--- config.mk ---
export PLATFORM = sky130hd
export DESIGN_NAME = program_memory_loadable_flat
export DESIGN_NICKNAME = d
export VERILOG_FILES = /design/src/rtl/pmem_pkg.sv /design/src/rtl/program_memory_loadable_if.sv /design/src/rtl/pmem_sram.sv /design/src/rtl/program_memory_loadable.sv /design/src/flat_wrapper.sv
export SDC_FILE = /design/constraint.sdc
export NUM_CORES = 1
export LEC_CHECK = 0
export ABC_AREA = 1
export CAP_MARGIN = 20
export CORE_MARGIN = 2
export CORE_UTILIZATION = 55
export CTS_BUF_LIST = sky130_fd_sc_hd__clkbuf_8
export CTS_CLUSTER_SIZE = 12
export DETAILED_ROUTE_END_ITERATION = 8
export HOLD_SLACK_MARGIN = 0.12
export PLACE_DENSITY = 0.72
export SYNTH_ARGS = -nofsm -noshare
export SYNTH_HDL_FRONTEND = slang
export SYNTH_SLANG_ARGS = --single-unit
--- constraint.sdc ---
create_clock -name clk -period 7.5 [get_ports clk]
set_clock_uncertainty 0.05 [all_clocks]
set_input_delay 1.875 -clock clk [delete_from_list [all_inputs] [get_ports clk]]
set_output_delay 1.875 -clock clk [all_outputs]
set_load 0.01 [all_outputs]
--- src/rtl/pmem_pkg.sv ---
// rtl/pmem_pkg.sv - shared types and defaults for the loadable program memory
package pmem_pkg;

  // Controller modes: power-up fill sweep, normal fetch service, byte loading
  typedef enum logic [1:0] {
    INIT = 2'd0,
    RUN  = 2'd1,
    LOAD = 2'd2
  } pmem_state_t;

  localparam int ADDR_W_DEF     = 5;
  localparam int DATA_W_DEF     = 16;
  localparam int DEPTH          = 2 ** ADDR_W_DEF;
  localparam int BYTES_PER_WORD = DATA_W_DEF / 8;
  localparam logic [DATA_W_DEF-1:0] FILL_DEF = {DATA_W_DEF{1'b1}};

endpackage

--- src/rtl/program_memory_loadable_if.sv ---
// rtl/program_memory_loadable_if.sv - fetch and byte-loader signal bundle
interface program_memory_loadable_if #(
  parameter int ADDR_W = 5,
  parameter int DATA_W = 16
);

  logic              fetch_req;
  logic [ADDR_W-1:0] fetch_addr;
  logic [DATA_W-1:0] instr_out;
  logic              instr_valid;
  logic              load_start;
  logic [7:0]        load_byte;
  logic              load_byte_valid;
  logic              load_byte_ready;
  logic              load_done;
  logic              busy;
  logic              load_err;
  logic [ADDR_W:0]   word_count;

  // Fetch stage / byte source side
  modport master (
    output fetch_req, fetch_addr, load_start, load_byte, load_byte_valid, load_done,
    input  instr_out, instr_valid, load_byte_ready, busy, load_err, word_count
  );

  // Memory side
  modport slave (
    input  fetch_req, fetch_addr, load_start, load_byte, load_byte_valid, load_done,
    output instr_out, instr_valid, load_byte_ready, busy, load_err, word_count
  );

endinterface

--- src/rtl/pmem_sram.sv ---
// rtl/pmem_sram.sv - single-port synchronous RAM, no reset
module pmem_sram #(
  parameter int ADDR_W = 5,
  parameter int DATA_W = 16
) (
  input  logic              clk,
  input  logic              en,
  input  logic              we,
  input  logic [ADDR_W-1:0] addr,
  input  logic [DATA_W-1:0] wdata,
  output logic [DATA_W-1:0] rdata
);

  logic [DATA_W-1:0] mem [2**ADDR_W];

  // One access per enabled cycle: write, or registered read that holds otherwise
  always_ff @(posedge clk) begin
    if (en) begin
      if (we) begin
        mem[addr] <= wdata;
      end else begin
        rdata <= mem[addr];
      end
    end
  end

endmodule

--- src/rtl/program_memory_loadable.sv ---
// rtl/program_memory_loadable.sv - writable instruction store with byte-serial loader
module program_memory_loadable
  import pmem_pkg::*;
#(
  parameter int                ADDR_W = ADDR_W_DEF,
  parameter int                DATA_W = DATA_W_DEF,
  parameter logic [DATA_W-1:0] FILL   = {DATA_W{1'b1}}
) (
  input logic                     clk,
  input logic                     rst,
  program_memory_loadable_if.slave bus
);

  localparam int NWORDS = 2 ** ADDR_W;
  localparam int BPW    = DATA_W / 8;

  pmem_state_t       state, state_nx;
  logic [ADDR_W-1:0] sweep;
  logic [ADDR_W-1:0] wptr;
  logic [7:0]        bcnt;
  logic [DATA_W-1:0] asm_q;
  logic [DATA_W-1:0] asm_nx;
  logic [ADDR_W:0]   wcnt;
  logic              err_q;
  logic              valid_q;
  logic              rd_seen;

  logic              fetch_go;
  logic              byte_acc;
  logic              word_done;
  logic              partial;
  logic              ram_en;
  logic              ram_we;
  logic [ADDR_W-1:0] ram_addr;
  logic [DATA_W-1:0] ram_wdata;
  logic [DATA_W-1:0] ram_rdata;

  pmem_sram #(.ADDR_W(ADDR_W), .DATA_W(DATA_W)) u_sram (
    .clk   (clk),
    .en    (ram_en),
    .we    (ram_we),
    .addr  (ram_addr),
    .wdata (ram_wdata),
    .rdata (ram_rdata)
  );

  // Mode register; reset always restarts the fill sweep
  always_ff @(posedge clk or posedge rst) begin
    if (rst) begin
      state <= INIT;
    end else begin
      state <= state_nx;
    end
  end

  // Next mode and the single RAM port mux (sweep, load write pointer or fetch address)
  always_comb begin
    state_nx  = state;
    ram_en    = 1'b0;
    ram_we    = 1'b0;
    ram_addr  = sweep;
    ram_wdata = FILL;
    fetch_go  = 1'b0;
    byte_acc  = 1'b0;
    word_done = 1'b0;
    asm_nx    = (asm_q << 8) | DATA_W'(bus.load_byte);
    case (state)
      INIT: begin
        ram_en = 1'b1;
        ram_we = 1'b1;
        if (sweep == '1) state_nx = RUN;
      end
      RUN: begin
        fetch_go = bus.fetch_req;
        ram_en   = bus.fetch_req;
        ram_addr = bus.fetch_addr;
        if (bus.load_start) state_nx = LOAD;
      end
      LOAD: begin
        ram_addr  = wptr;
        ram_wdata = asm_nx;
        // A restart drops whatever arrives alongside it
        if (!bus.load_start) begin
          byte_acc  = bus.load_byte_valid;
          word_done = byte_acc && (bcnt == 8'(BPW - 1));
          ram_en    = word_done;
          ram_we    = word_done;
          if (bus.load_done) state_nx = RUN;
        end
      end
      default: state_nx = INIT;
    endcase
  end

  // Bytes still held after this cycle's accepted byte, if any
  assign partial = byte_acc ? !word_done : (bcnt != 8'd0);

  // Sweep pointer, word assembler, load counters, error flag and fetch result tracking
  always_ff @(posedge clk or posedge rst) begin
    if (rst) begin
      sweep   <= '0;
      wptr    <= '0;
      bcnt    <= 8'd0;
      asm_q   <= '0;
      wcnt    <= '0;
      err_q   <= 1'b0;
      valid_q <= 1'b0;
      rd_seen <= 1'b0;
    end else begin
      valid_q <= fetch_go;
      if (fetch_go) rd_seen <= 1'b1;
      if (state == INIT) sweep <= sweep + ADDR_W'(1);
      if (bus.load_start && (state != INIT)) begin
        wptr  <= '0;
        bcnt  <= 8'd0;
        asm_q <= '0;
        wcnt  <= '0;
        err_q <= 1'b0;
      end else if (state == LOAD) begin
        if (byte_acc) begin
          if (word_done) begin
            bcnt <= 8'd0;
            wptr <= wptr + ADDR_W'(1);
            if (wcnt == (ADDR_W+1)'(NWORDS)) begin
              err_q <= 1'b1;
            end else begin
              wcnt <= wcnt + (ADDR_W+1)'(1);
            end
          end else begin
            bcnt  <= bcnt + 8'd1;
            asm_q <= asm_nx;
          end
        end
        if (bus.load_done) begin
          bcnt <= 8'd0;
          if (partial) err_q <= 1'b1;
        end
      end
    end
  end

  assign bus.instr_out       = rd_seen ? ram_rdata : FILL;
  assign bus.instr_valid     = valid_q;
  assign bus.busy            = (state != RUN);
  assign bus.load_byte_ready = (state == LOAD);
  assign bus.load_err        = err_q;
  assign bus.word_count      = wcnt;

endmodule

--- src/flat_wrapper.sv ---
// flat-port wrapper written by rule: the top's interface ports become plain ports
module program_memory_loadable_flat import pmem_pkg::*;
#(
  parameter int                ADDR_W = ADDR_W_DEF,
  parameter int                DATA_W = DATA_W_DEF,
  parameter logic [DATA_W-1:0] FILL   = {DATA_W{1'b1}}
)
  (clk, rst, bus_fetch_req, bus_fetch_addr, bus_load_start, bus_load_byte, bus_load_byte_valid, bus_load_done, bus_instr_out, bus_instr_valid, bus_load_byte_ready, bus_busy, bus_load_err, bus_word_count);
  program_memory_loadable_if #(.ADDR_W(ADDR_W), .DATA_W(DATA_W)) bus_i ();
  input logic clk;
  input logic rst;
  input wire logic [$bits(bus_i.fetch_req)-1:0] bus_fetch_req;
  input wire logic [$bits(bus_i.fetch_addr)-1:0] bus_fetch_addr;
  input wire logic [$bits(bus_i.load_start)-1:0] bus_load_start;
  input wire logic [$bits(bus_i.load_byte)-1:0] bus_load_byte;
  input wire logic [$bits(bus_i.load_byte_valid)-1:0] bus_load_byte_valid;
  input wire logic [$bits(bus_i.load_done)-1:0] bus_load_done;
  output wire logic [$bits(bus_i.instr_out)-1:0] bus_instr_out;
  output wire logic [$bits(bus_i.instr_valid)-1:0] bus_instr_valid;
  output wire logic [$bits(bus_i.load_byte_ready)-1:0] bus_load_byte_ready;
  output wire logic [$bits(bus_i.busy)-1:0] bus_busy;
  output wire logic [$bits(bus_i.load_err)-1:0] bus_load_err;
  output wire logic [$bits(bus_i.word_count)-1:0] bus_word_count;
  assign bus_i.fetch_req = bus_fetch_req;
  assign bus_i.fetch_addr = bus_fetch_addr;
  assign bus_i.load_start = bus_load_start;
  assign bus_i.load_byte = bus_load_byte;
  assign bus_i.load_byte_valid = bus_load_byte_valid;
  assign bus_i.load_done = bus_load_done;
  assign bus_instr_out = bus_i.instr_out;
  assign bus_instr_valid = bus_i.instr_valid;
  assign bus_load_byte_ready = bus_i.load_byte_ready;
  assign bus_busy = bus_i.busy;
  assign bus_load_err = bus_i.load_err;
  assign bus_word_count = bus_i.word_count;
  program_memory_loadable #(.ADDR_W(ADDR_W), .DATA_W(DATA_W), .FILL(FILL)) u_core (.clk(clk), .rst(rst), .bus(bus_i));
endmodule
Word level (Yosys, flattened, before mapping)
Memory sizes are Yosys's and may differ from the RTL's. A register that Yosys moved wholly into a read port is not among the register bits.
Index checks and enable logic that the tools add are counted.
{ "word_totals": {"regBits": 37, "ram_bits": 512, "out_inout_bits": 26, "elab_cells": 88, "memories": 1} }
{ "memory_table": {"columns": ["name", "words", "word_bits", "rd", "rd_ports_with_merged_regs", "write_ports", "line_no", "rtl"], "rows": [
  ["u_core.u_sram.mem", 32, 16, 1, 1, 1, "pmem_sram.sv:14", "logic [DATA_W-1:0] mem [2**ADDR_W];"]
]} }
{ "classes": {"addsub": 4, "n_eq_ne": 12, "mux": 44, "n_bitwise": 2, "reduce_logical": 16} }
{ "ops": {"columns": ["operator", "count"], "rows": [
  ["8-bit 2-to-1 mux", 9],
  ["16-bit 2-to-1 mux", 2],
  ["6-bit 2-to-1 mux", 5],
  ["5-bit 2-to-1 mux", 4],
  ["1-bit 2-to-1 mux", 16],
  ["16-bit by 8-bit OR with 16-bit output", 1],
  ["5-bit by 1-bit adder with 5-bit output, second input constant", 2],
  ["5-bit one-hot mux with 2 select lines", 1],
  ["8-bit by 1-bit adder with 8-bit output, second input constant", 1],
  ["8-bit by 1-bit == test with 1-bit output, second input constant", 1],
  ["2-bit 2-to-1 mux", 4],
  ["2-bit inequality test, second input constant", 4],
  ["4-bit AND reduction", 2],
  ["2-bit nonzero test", 4],
  ["8-bit nonzero test", 1],
  ["6-bit by 1-bit adder with 6-bit output, second input constant", 1],
  ["6-bit == test, second input constant", 1],
  ["2-bit by 1-bit inequality test with 1-bit output, second input constant", 3],
  ["2-bit one-hot mux with 3 select lines", 1],
  ["3-bit AND reduction", 2],
  ["5-bit == test, second input constant", 1],
  ["2-bit AND reduction", 2],
  ["1-bit one-hot mux with 3 select lines", 1],
  ["3-bit nonzero test", 1],
  ["other kinds (7)", 8]
]} }

Depth between registers and ports, before layout
Gate-level depths: netlist of the first run.
{ "depth": {"word_depth": 10, "ltp_mapped": 16, "mapped_depth_nobuf": 13} }

Modules after synthesis
Synthesis of the first run repeated with hierarchy kept, for this count alone.
{ "unflattened": {"hier_cells": 2408, "area_unflattened_um2": 24409.7} }
{ "modules_own_cells": {"columns": ["mod", "instances", "cells_each", "area_per_inst_um2"], "rows": [
  ["pmem_sram", 1, 2078, 22043.6],
  ["program_memory_loadable", 1, 330, 2366.0]
]} }

Worst setup path before layout of the first run
Ideal clock, no wire load.
{ "synth_path": {"path_type": "in2reg", "startpoint": "input bus_load_start", "endpoint": "register u_core.u_sram.rdata[0] (read register of u_core.u_sram.mem) (enable)", "setup_ps": 430, "arrival_ps": 3835, "slack_ps": 3184, "path_stages": 6, "path_buffers": 0, "path_cell_list": "inv_1 > nand3_2 > inv_2 > nand3_2 > inv_1 > nor4_1"} }
{ "synth_via": {"elab_chain_len": 4} }
{ "synth_rtl": {"columns": ["item", "line_no", "rtl"], "rows": [
  ["start: declaration", "flat_wrapper.sv:14", "input wire logic [$bits(bus_i.load_start)-1:0] bus_load_start;"],
  ["1-bit 2-to-1 mux (*)", "program_memory_loadable.sv:83", "if (!bus.load_start) begin"],
  ["1-bit one-hot mux with 2 select lines", "program_memory_loadable.sv:67", "case (state)"],
  ["1-bit inverter (no line)", null, null],
  ["2-bit AND reduction (no line) (*)", null, null],
  ["end: declaration", "pmem_sram.sv:11", "output logic [DATA_W-1:0] rdata"]
]} }
Mark *: on every way between the ends. The rest lies on a longest branch, timed or not.
A chain may end at the register's enable or synchronous reset.

Final worst setup path of the first run
{ "layout_path": {"startpoint": "input bus_fetch_addr[0]", "endpoint": "register u_core.u_sram.rdata[14] (read register of u_core.u_sram.mem), data pin"} }
{ "layout_via": {"elab_chain_len": 1} }
{ "layout_rtl": {"columns": ["item", "line_no", "rtl"], "rows": [
  ["start: declaration", "flat_wrapper.sv:13", "input wire logic [$bits(bus_i.fetch_addr)-1:0] bus_fetch_addr;"],
  ["5-bit one-hot mux with 2 select lines", "program_memory_loadable.sv:67", null]
]} }
Every way passes these cells.

==> results of run 1 <==
state kept, by name, summed over array words and instances, names as in the netlist:
signal                  cells
u_core.sweep                5
u_core.u_sram.mem         512
u_core.wptr                 5
u_core.bus.load_err         1
u_core.rd_seen              1
u_core.u_sram.rdata        16
u_core.state                2
u_core.asm_q                8
u_core.bcnt                 8
u_core.bus.word_count       6
u_core.bus.instr_valid      1
area by class of cell:
type,count,area [um2]
Tap cell,592,740.7
Clock inverter,67,261.5
Fill cell,3513,17030
Timing Repair Buffer,112,963.4
Sequential cell,565,16780
Multi-Input combinational cell,1633,6903
Inverter,58,220.2
Clock buffer,96,1321
path summary, 6_finish.rpt:
check | startpoint | to | slack, ns | depth (start not counted)
worst max-delay path | bus_fetch_addr[0] | u_core.u_sram.rdata[14] | 2.58 | 13
worst min-delay path | u_core.bus.load_err | u_core.bus.load_err | 0.45 | 2
worst max register to register | u_core.state[0] | u_core.u_sram.rdata[14] | 3.03 | 14
worst min register to register | u_core.bus.load_err | u_core.bus.load_err | 0.45 | 2
max in group asynchronous | rst | u_core.bcnt[1] | 5.44 | 3
min in group asynchronous | rst | u_core.asm_q[1] | 1.60 | 3
stage by stage:
| stage | area, um2 | cells | worst slack (ns) | hold slack (ns) |
|---|---|---|---|---|
| after CTS | 27170 | 3122 | 2.669 | 0.4508 |
| after global routing | 27190 | 3123 | 2.353 | 0.5029 |
| after global placement | 25590 | 2959 | 1.979 | 0.4261 |
| after floorplan | 24640 | 2383 | 3.184 | 0.4252 |
| after detailed placement | 25590 | 2959 | 1.981 | 0.4326 |
| final | 27190 | 3123 | 2.577 | 0.4484 |
cell usage after synthesis:
cell      number
o21ai_1        3
inv_2          4
nor4_1         4
nand4_2        2
or2_2         16
edfxtp_1     528
nand2_1     1175
buf_6         20
nand3_1      276
nand2_8        1
xnor2_1        1
nand3_4        1
or2_0          1
o22ai_1        9
buf_2         61
buf_8          1
nor2_2         4
nor3_1         5
nand3b_1       1
a21oi_2        1
buf_1         10
buf_4         14
ha_1          13
nor2_1        82
inv_1         54
clkbuf_1      21
a21oi_1        7
nand3_2        2
o21ai_2        4
nor3_2         4
o21ai_0       10
xor2_1         8
nor3b_1        1
nand4_1        1
dfrtp_1       37
o31ai_1        1
kinds of logic (layout without fill, tap and decap cells):
family	after synthesis	after routing
AND/OR/NAND/NOR	1576	1576
buffers and inverters	185	333
XOR/XNOR	9	9
AO/OA/AOI/OAI	35	35
adder cells (fa/ha/maj)	13	13
flip-flops	565	565
tightest hold or removal path: stages, from the launching register on:
cell     delay, ns
dfrtp_1       0.35
nand2_1       0.05
o21ai_0       0.06
layer usage:
metal,track usage,vias up
li1,-,8098
met1,0.3950,8326
met2,0.4299,845
met3,0.05046,138
met4,0.1062,0
met5,0,-
==> impl_metrics.csv, run 1 <==
group,metric,value,unit
status,outcome,"completed",
timing,setup_tns,0,ns
timing,slew_viol_final,0,
cts,hold_buffers,0,
critical_path,critPathRequiredTime,7.97,ns
drt,num_vias,17410,
cts,h-tree-depth,3,
yosys,yosysWarningCount,0,
cts,clock_latency,0.66,ns
yosys,synth-simple-area-share,0.2608,
timing,setup-violations-final,0,
drt,wl_met3,5911,um
global_route,grt_start_max_net_pins,102,
finish,diodes,0,
critical_path,critPathLaunchType,"input port",
finish,drive_above_1_share,0.08574,
drt,ant_nets,0,
critical_path,max_stage_delay,0.78,ns
critical_path,cpMostUsedCell,"nand2_1",
critical_path,worstPathArrival,5.39,ns
global_route,grt_first_pass_wirelength,97970,um
placement,place.gp.congestion,0.8686,
floorplanning,num_rows,77,
cts,post_cts_buffers,0,
cts,ctsResizeCount,0,
finish,utilization,0.6149,
cts,root_buffer,"clkbuf_8",
finish,layout_common_cells,"nand2_1 (1171), edfxtp_1 (528), nand3_1 (276), clkbuf_8 (96), inv_1 (85)",
drt,drt-total-wl,63990,um
job,cap_violations,0,
timing,min_period_over_period,0.6563,
cts,cts.sinks,565,
floorplanning,io_pins,45,
yosys,synth_compound_area_frac,0.008429,
timing,max_slew.worst_pin.slew,1.054,ns
critical_path,cp_top_family,"simple AND/OR/NAND/NOR gates",
critical_path,endpoint_kind,"flop",
drt,wl_met2,29770,um
global_route,grt_usage,0.2777,
global_route,grt_pass1_vias,16620,
yosys,yosys.area.top_type,"edfxtp_1",
drt,routed.top_layer,"met4",
critical_path,path_cells,"clkdlybuf4s50_1 > nand2_1 > nand3_4 > nand2_8 > buf_4 > nand2_1 > nand2_1 > nand2_1 > nand2_1 > nand2_1 > nand2_1 > nor2_1 > nand2_1",
worst_hold_path,hp-class,"flop to flop",
yosys,postSynthAreaPerCell,10.34,um2
timing,finalHoldViolCount,0,
floorplanning,die_area,46510,um2
yosys,seq_area_frac_synth,0.6811,
critical_path,crit_fanout,82,
drt,wl_per_cell,20.49,um
critical_path,crit_type,"input port to flop",
finish,fin_nets,2492,
yosys,syn_nets,2415,
yosys,synth_top_family_by_area,"simple AND/OR/NAND/NOR gates",
finish,syn2layout_area_growth,10.35,%
timing,fmax,203.1,MHz
global_route,antenna_found_initial,0,
critical_path,path_buf_inv,2,
finish,final_common_cell,"nand2_1",
cts,clk_pin_slew_worst_paths,0.06,ns
cts,cts_buffers,90,
drt,drc,0,
yosys,synthCells,2383,
timing,slew_headroom,0.2973,
floorplanning,fp.dieW,215.7,um
timing,rsz0062_at_grt,"no",
drt,drt-met1-wl,26170,um
drt,drt_first_pass_iters,6,
yosys,synthMuxAreaShare,0,
yosys,ys_top_cells_by_area,"edfxtp_1 (64%), nand2_1 (18%), nand3_1 (5.6%)",
cts,cts_tree,"built",
placement,portBuffers,44,
critical_path,slowest_stage,"buf_4",
floorplanning,die_h,215.7,um
global_route,grt.overflow.total,0,
yosys,synth_top_area_frac,0.6435,
yosys,syn_area,24640,um2
yosys,synthAdderAreaFrac,0.006601,
cts,clockBufferDepth,3,
drt,via_per_inst,5.574,
timing,period_minus_slack,4.923,ns
yosys,yosys.area_share.xor_xnor,0.003199,
yosys,ys_ff_latch,565,
placement,dpl.hpwl,36670,um
floorplanning,coreArea,44220,um2
floorplanning,start_util,0.5572,
yosys,ys_types,36,
drt,drt-initial-drc-count,1926,
Power of run 1 is not shown: default switching activity piles up to over one toggle a cycle in this logic, so the estimate is an artifact.
==> run 2, diff against run 1 <==
- clock period: 7.5 -> 4.9 ns (I/O delays scaled with it)
==> run 2 against run 1 <==
Net effect: die area is the same; clock-buffer cell count decreased by 1; worst hold slack better by 0.00097 ns; global-route usage is 0.21 points higher; sequential share of layout area fell by 0.13 points; utilization is 0.13 points higher; non-clock buffer count rose by 2; critical endpoint is now u_core.u_sram.rdata[11].
==> impl_metrics.csv, run 2 (synthesis results as in run 1) <==
group,metric,value,unit
status,outcome,"completed",
critical_path,path_cells,"inv_1 > ha_1 > nand2_1 > nand3_4 > nand2_8 > buf_12 > nand2_1 > nand2_1 > nand2_1 > nand2_1 > nand2_1 > nand2_1 > nor2_1 > nand2_1",
critical_path,regToRegSetupSlack,0.73,ns
critical_path,max_stage_delay,0.90,ns
critical_path,cpMostUsedCell,"nand2_1",
timing,slew_viol_final,0,
global_route,antenna_found_initial,1,
finish,reg_top3,"u_core.u_sram.mem x512, u_core.u_sram.rdata x16",
critical_path,crit_type,"flop to flop",
finish,fin_nets,2493,
floorplanning,start_util,0.5572,
critical_path,crit_fanout,100,
critical_path,critPathLaunchType,"flop",
timing,min_period_over_period,0.8512,
cts,post_cts_buffers,0,
cts,h-tree-depth,3,
finish,regMostFlops,"u_core.u_sram.mem",
finish,drive_above_1_share,0.08861,
finish,fillCellCount,3577,
cts,cts.sinks,565,
worst_hold_path,hold_depth,2,
global_route,grt_pass1_vias,17040,
global_route,grt_start_max_net_pins,216,
job,cap_violations,0,
cts,hold_buffers,0,
floorplanning,num_rows,77,
timing,max_slew.worst_pin.slew,1.142,ns
placement,place.gp.congestion,0.9107,
finish,largest_reg_flops,512,
floorplanning,io_pins,45,
timing,fmax,239.8,MHz
drt,drc,0,
cts,clock_latency,0.64,ns
floorplanning,die_area,46510,um2
timing,period_minus_slack,4.171,ns
drt,wl_per_cell,20.77,um
critical_path,timing.rr.start,"u_core.state[0]",
worst_hold_path,hp-class,"flop to flop",
worst_hold_path,min-delay-start,"u_core.bus.load_err",
floorplanning,die_h,215.7,um
cts,cts_tree,"built",
drt,drt-total-wl,64810,um
global_route,grt_usage,0.2798,
cts,cts_buffers,89,
critical_path,worstPathArrival,4.50,ns
finish,syn2layout_area_growth,10.58,%
drt,drt-initial-drc-count,2067,
drt,via_per_inst,5.629,
critical_path,slowest_stage,"ha_1",
drt,drt_first_pass_iters,6,
critical_path,critPathRequiredTime,5.23,ns
timing,setup-violations-final,0,
placement,portBuffers,44,
critical_path,regToRegEndpoint,"u_core.u_sram.rdata[11]",
finish,layout_common_cells,"nand2_1 (1168), edfxtp_1 (528), nand3_1 (276), clkbuf_8 (95), nor2_1 (82)",
global_route,grt.overflow.total,0,
worst_hold_path,worstHoldEndpoint,"u_core.bus.load_err",
drt,num_vias,17570,
floorplanning,fp.dieW,215.7,um
placement,dpl.cell_count,2961,
floorplanning,coreArea,44220,um2
finish,stdcell_count,3121,
cts,clk_pin_slew_worst_paths,0.06,ns
drt,ant_nets,0,
timing,slew_headroom,0.2389,
global_route,grt_first_pass_wirelength,98420,um
critical_path,ff2ff_path_depth,14,
placement,dpl.hpwl,36690,um
cts,root_buffer,"clkbuf_8",
cts,clockBufferDepth,3,
timing,setup_tns,0,ns
timing,finalHoldViolCount,0,
critical_path,endpoint_kind,"flop",
timing,rsz0062_at_grt,"no",
finish,final_common_cell,"nand2_1",
cts,ctsResizeCount,0,
[run 2: cell types whose count changed in the layout (fill, tap and decap cells not counted), sizes merged]
cell	previous run	this run
inv	90	85
buf	68	70
clkinv	34	35
clkbuf	96	95
diode	0	1
[run 2: cell type report]
class | count | area (um2) | area share
clock buffers | 95 | 1308 | 0.04799
multi-input cells | 1633 | 6908 | 0.2535
inverters | 58 | 220.2 | 0.008082
diodes | 1 | 2.502 | 0.00009184
well taps | 592 | 740.7 | 0.02718
flip-flops and latches | 565 | 16780 | 0.6159
clock inverters | 63 | 259.0 | 0.009505
repair buffers | 114 | 1028 | 0.03775
[run 2: worst max path at each step]
stage,from,to
6_report,u_core.state[0],u_core.u_sram.rdata[11]
3_3_place_gp,bus_fetch_addr[0],u_core.u_sram.rdata[11]
4_1_cts,u_core.state[0],bus_load_byte_ready
2_1_floorplan,bus_load_start,u_core.u_sram.rdata[0]
3_5_place_dp,bus_fetch_addr[0],u_core.u_sram.rdata[11]
5_1_grt,u_core.state[0],u_core.u_sram.rdata[11]
[run 2: metal layers]
layer | part of all wire | track usage | wire [um] | up-vias
met3 | 0.093 | 0.05821 | 6034 | 144
met2 | 0.47 | 0.4454 | 30480 | 849
met5 | 0 | 0 | 0 | -
met1 | 0.40 | 0.3813 | 25930 | 8478
li1 | - | - | - | 8096
met4 | 0.036 | 0.1080 | 2361 | 0
[run 2: per-stage QoR]
stage          hold slack [ns]  area, um2  utilization  setup WS (ns)
3_5_place_dp            0.4343      25660       0.5802         0.7582
4_1_cts                 0.4524      27220       0.6157         0.8112
3_3_place_gp            0.4300      25660       0.5802         0.7670
6_report                0.4494      27250       0.6162         0.7290
5_1_grt                 0.5051      27250       0.6162         0.5378
2_1_floorplan           0.4252      24640            -          1.234
[run 2: critical path: cells and delay by family (launching register included)]
family,cells,cell delay [ns]
flops,1,0.42
simple gates,11,1.85
fa+ha+maj,1,0.90
buf+inv,2,0.52
Power of run 2 is left out for the same reason.
==> run 3, diff against run 2 <==
- CELL_PAD_IN_SITES_DETAIL_PLACEMENT: unset -> 0
- CELL_PAD_IN_SITES_GLOBAL_PLACEMENT: unset -> 1
- CORE_UTILIZATION: 55 -> 52
- PLACE_DENSITY: 0.72 -> unset
- PLACE_DENSITY_LB_ADDON: unset -> 0.1
==> run 3 against run 2 <==
Net effect: the flow now finishes with violations (DRC); register-to-register slack gained 0.70 ns; non-clock buffer count grew 8; die area grew 5.7%; sequential share of layout area shrank 0.42 points; critical path depth shrank 11; global-route usage shrank 1.1 points; utilization shrank 2.8 points; final cell count grew 1.0%; worst hold slack gained 0.020 ns; clock-buffer cell count grew 5; wire length grew 1.5%; maximum frequency grew 16%; highest routed layer unchanged.
==> impl_metrics.csv, run 3 (synthesis results as in run 1) <==
group,metric,value,unit
finish,layout_common_cells,"nand2_1 (1170), edfxtp_1 (528), nand3_1 (276), clkbuf_8 (100), inv_1 (85)",
global_route,antenna_found_initial,0,
floorplanning,start_util,0.5281,
timing,fmax,277.8,MHz
cts,root_buffer,"clkbuf_8",
cts,clockBufferDepth,3,
floorplanning,num_rows,79,
timing,min_period_over_period,0.7347,
floorplanning,fp.dieW,221.7,um
timing,rsz0062_at_grt,"no",
worst_hold_path,worstHoldEndpoint,"u_core.bus.load_err",
placement,place.gp.congestion,0.8122,
critical_path,critPathRequiredTime,3.62,ns
floorplanning,die_h,221.7,um
floorplanning,die_area,49140,um2
drt,drt_first_pass_iters,7,
timing,setup_tns,0,ns
global_route,grt_first_pass_wirelength,99150,um
worst_hold_path,min-delay-start,"u_core.bus.load_err",
job,cap_violations,0,
cts,cts_buffers,92,
critical_path,slowest_stage,"clkdlybuf4s50_1",
drt,wl_per_cell,20.86,um
timing,slew_viol_final,0,
floorplanning,coreArea,46650,um2
drt,drt-total-wl,65760,um
finish,regMostFlops,"u_core.u_sram.mem",
worst_hold_path,hp-class,"flop to flop",
critical_path,worstPathArrival,2.33,ns
critical_path,regToRegSetupSlack,1.43,ns
timing,slew_headroom,0.2959,
critical_path,timing.rr.start,"u_core.state[0]",
global_route,grt_usage,0.2686,
cts,post_cts_buffers,0,
finish,diodes,0,
timing,setup-violations-final,0,
cts,clk_pin_slew_worst_paths,0.06,ns
drt,ant_nets,0,
cts,ctsResizeCount,0,
status,failed_checks,"DRC",
floorplanning,io_pins,45,
placement,dpl.cell_count,2985,
timing,finalHoldViolCount,0,
finish,fin_nets,2504,
worst_hold_path,hold_depth,2,
drt,drc,1,
cts,clock_latency,0.67,ns
critical_path,ff2ff_path_depth,13,
timing,max_slew.worst_pin.slew,1.056,ns
timing,period_minus_slack,3.600,ns
cts,hold_buffers,0,
critical_path,crit_fanout,17,
drt,drt-initial-drc-count,1574,
critical_path,critPathLaunchType,"flop",
placement,dpl.hpwl,37510,um
finish,stdcell_count,3153,
global_route,grt.overflow.total,0,
critical_path,path_cells,"inv_1 > or2_2 > clkdlybuf4s50_1",
finish,syn2layout_area_growth,11.34,%
critical_path,endpoint_kind,"primary output",
critical_path,crit_type,"flop to primary output",
global_route,grt_start_max_net_pins,134,
critical_path,max_stage_delay,0.54,ns
cts,cts_tree,"built",
finish,reg_top3,"u_core.u_sram.mem x512, u_core.u_sram.rdata x16",
cts,h-tree-depth,3,
drt,num_vias,17150,
critical_path,regToRegEndpoint,"u_core.u_sram.rdata[14]",
cts,cts.sinks,565,
critical_path,path_buf_inv,2,
drt,via_per_inst,5.439,
finish,largest_reg_flops,512,
finish,final_common_cell,"nand2_1",
finish,fillCellCount,4045,
finish,drive_above_1_share,0.09230,
placement,portBuffers,44,
global_route,grt_pass1_vias,16400,
critical_path,cp_top_family,"buffers and inverters",
status,outcome,"finished, violations left",
-- run 3: cell count changes in the layout (fill, tap and decap cells not counted), sizes merged --
cell and delta:
buf +8, inv +7, clkbuf +5, clkinv -3
clkinvlp +1, diode -1
-- run 3: area by class of cell --
| cell class | instances | area, um2 | area share |
|---|---|---|---|
| Inverter | 58 | 220.2 | 0.008027 |
| Sequential cell | 565 | 16780 | 0.6117 |
| Multi-Input combinational cell | 1633 | 6903 | 0.2516 |
| Clock buffer | 100 | 1376 | 0.05017 |
| Clock inverter | 68 | 280.3 | 0.01022 |
| Timing Repair Buffer | 122 | 1114 | 0.04059 |
| Tap cell | 607 | 759.5 | 0.02768 |
-- run 3: how the worst max path moves through the flow --
stage / cells after the start / slack [ns] / start / end
after floorplan: 6 / 1.23 / bus_load_start / u_core.u_sram.rdata[0]
after global placement: 9 / 1.06 / bus_load_start / u_core.u_sram.mem[5][8]
after detailed placement: 10 / 1.03 / bus_load_start / u_core.u_sram.mem[4][6]
after CTS: 4 / 1.25 / u_core.state[0] / bus_load_byte_ready
after global routing: 4 / 1.16 / u_core.state[0] / bus_load_byte_ready
final: 3 / 1.30 / u_core.rd_seen / bus_instr_out[9]
-- run 3: worst register-to-register path, stage by stage (launching register included) --
cell	delay, ns
dfrtp_1	0.40
inv_1	0.10
ha_1	0.58
or2_4	0.58
nand2_8	0.29
buf_12	0.30
nand2_1	0.20
nand2_1	0.05
nand2_1	0.06
nand2_1	0.08
nand2_1	0.06
nand2_1	0.08
nor2_1	0.29
nand2_1	0.08
-- run 3: metrics by stage --
stage / hold slack, ns / worst slack (ns) / util / area (um2)
2_1_floorplan: 0.4252 / 1.234 / - / 24640
3_3_place_gp: 0.4576 / 1.064 / 0.5525 / 25780
3_5_place_dp: 0.4652 / 1.027 / 0.5525 / 25780
4_1_cts: 0.4784 / 1.246 / 0.5880 / 27430
5_1_grt: 0.4962 / 1.165 / 0.5880 / 27430
6_report: 0.4693 / 1.300 / 0.5880 / 27430
-- run 3: routing by layer --
metal | vias up | wire length [um] | global-route usage
met3 | 93 | 4890 | 0.03764
met4 | 0 | 1632 | 0.09329
met1 | 8260 | 28450 | 0.3877
li1 | 8127 | - | -
met5 | - | 0 | 0
met2 | 668 | 30780 | 0.4213
Power of run 3 is left out for the same reason.
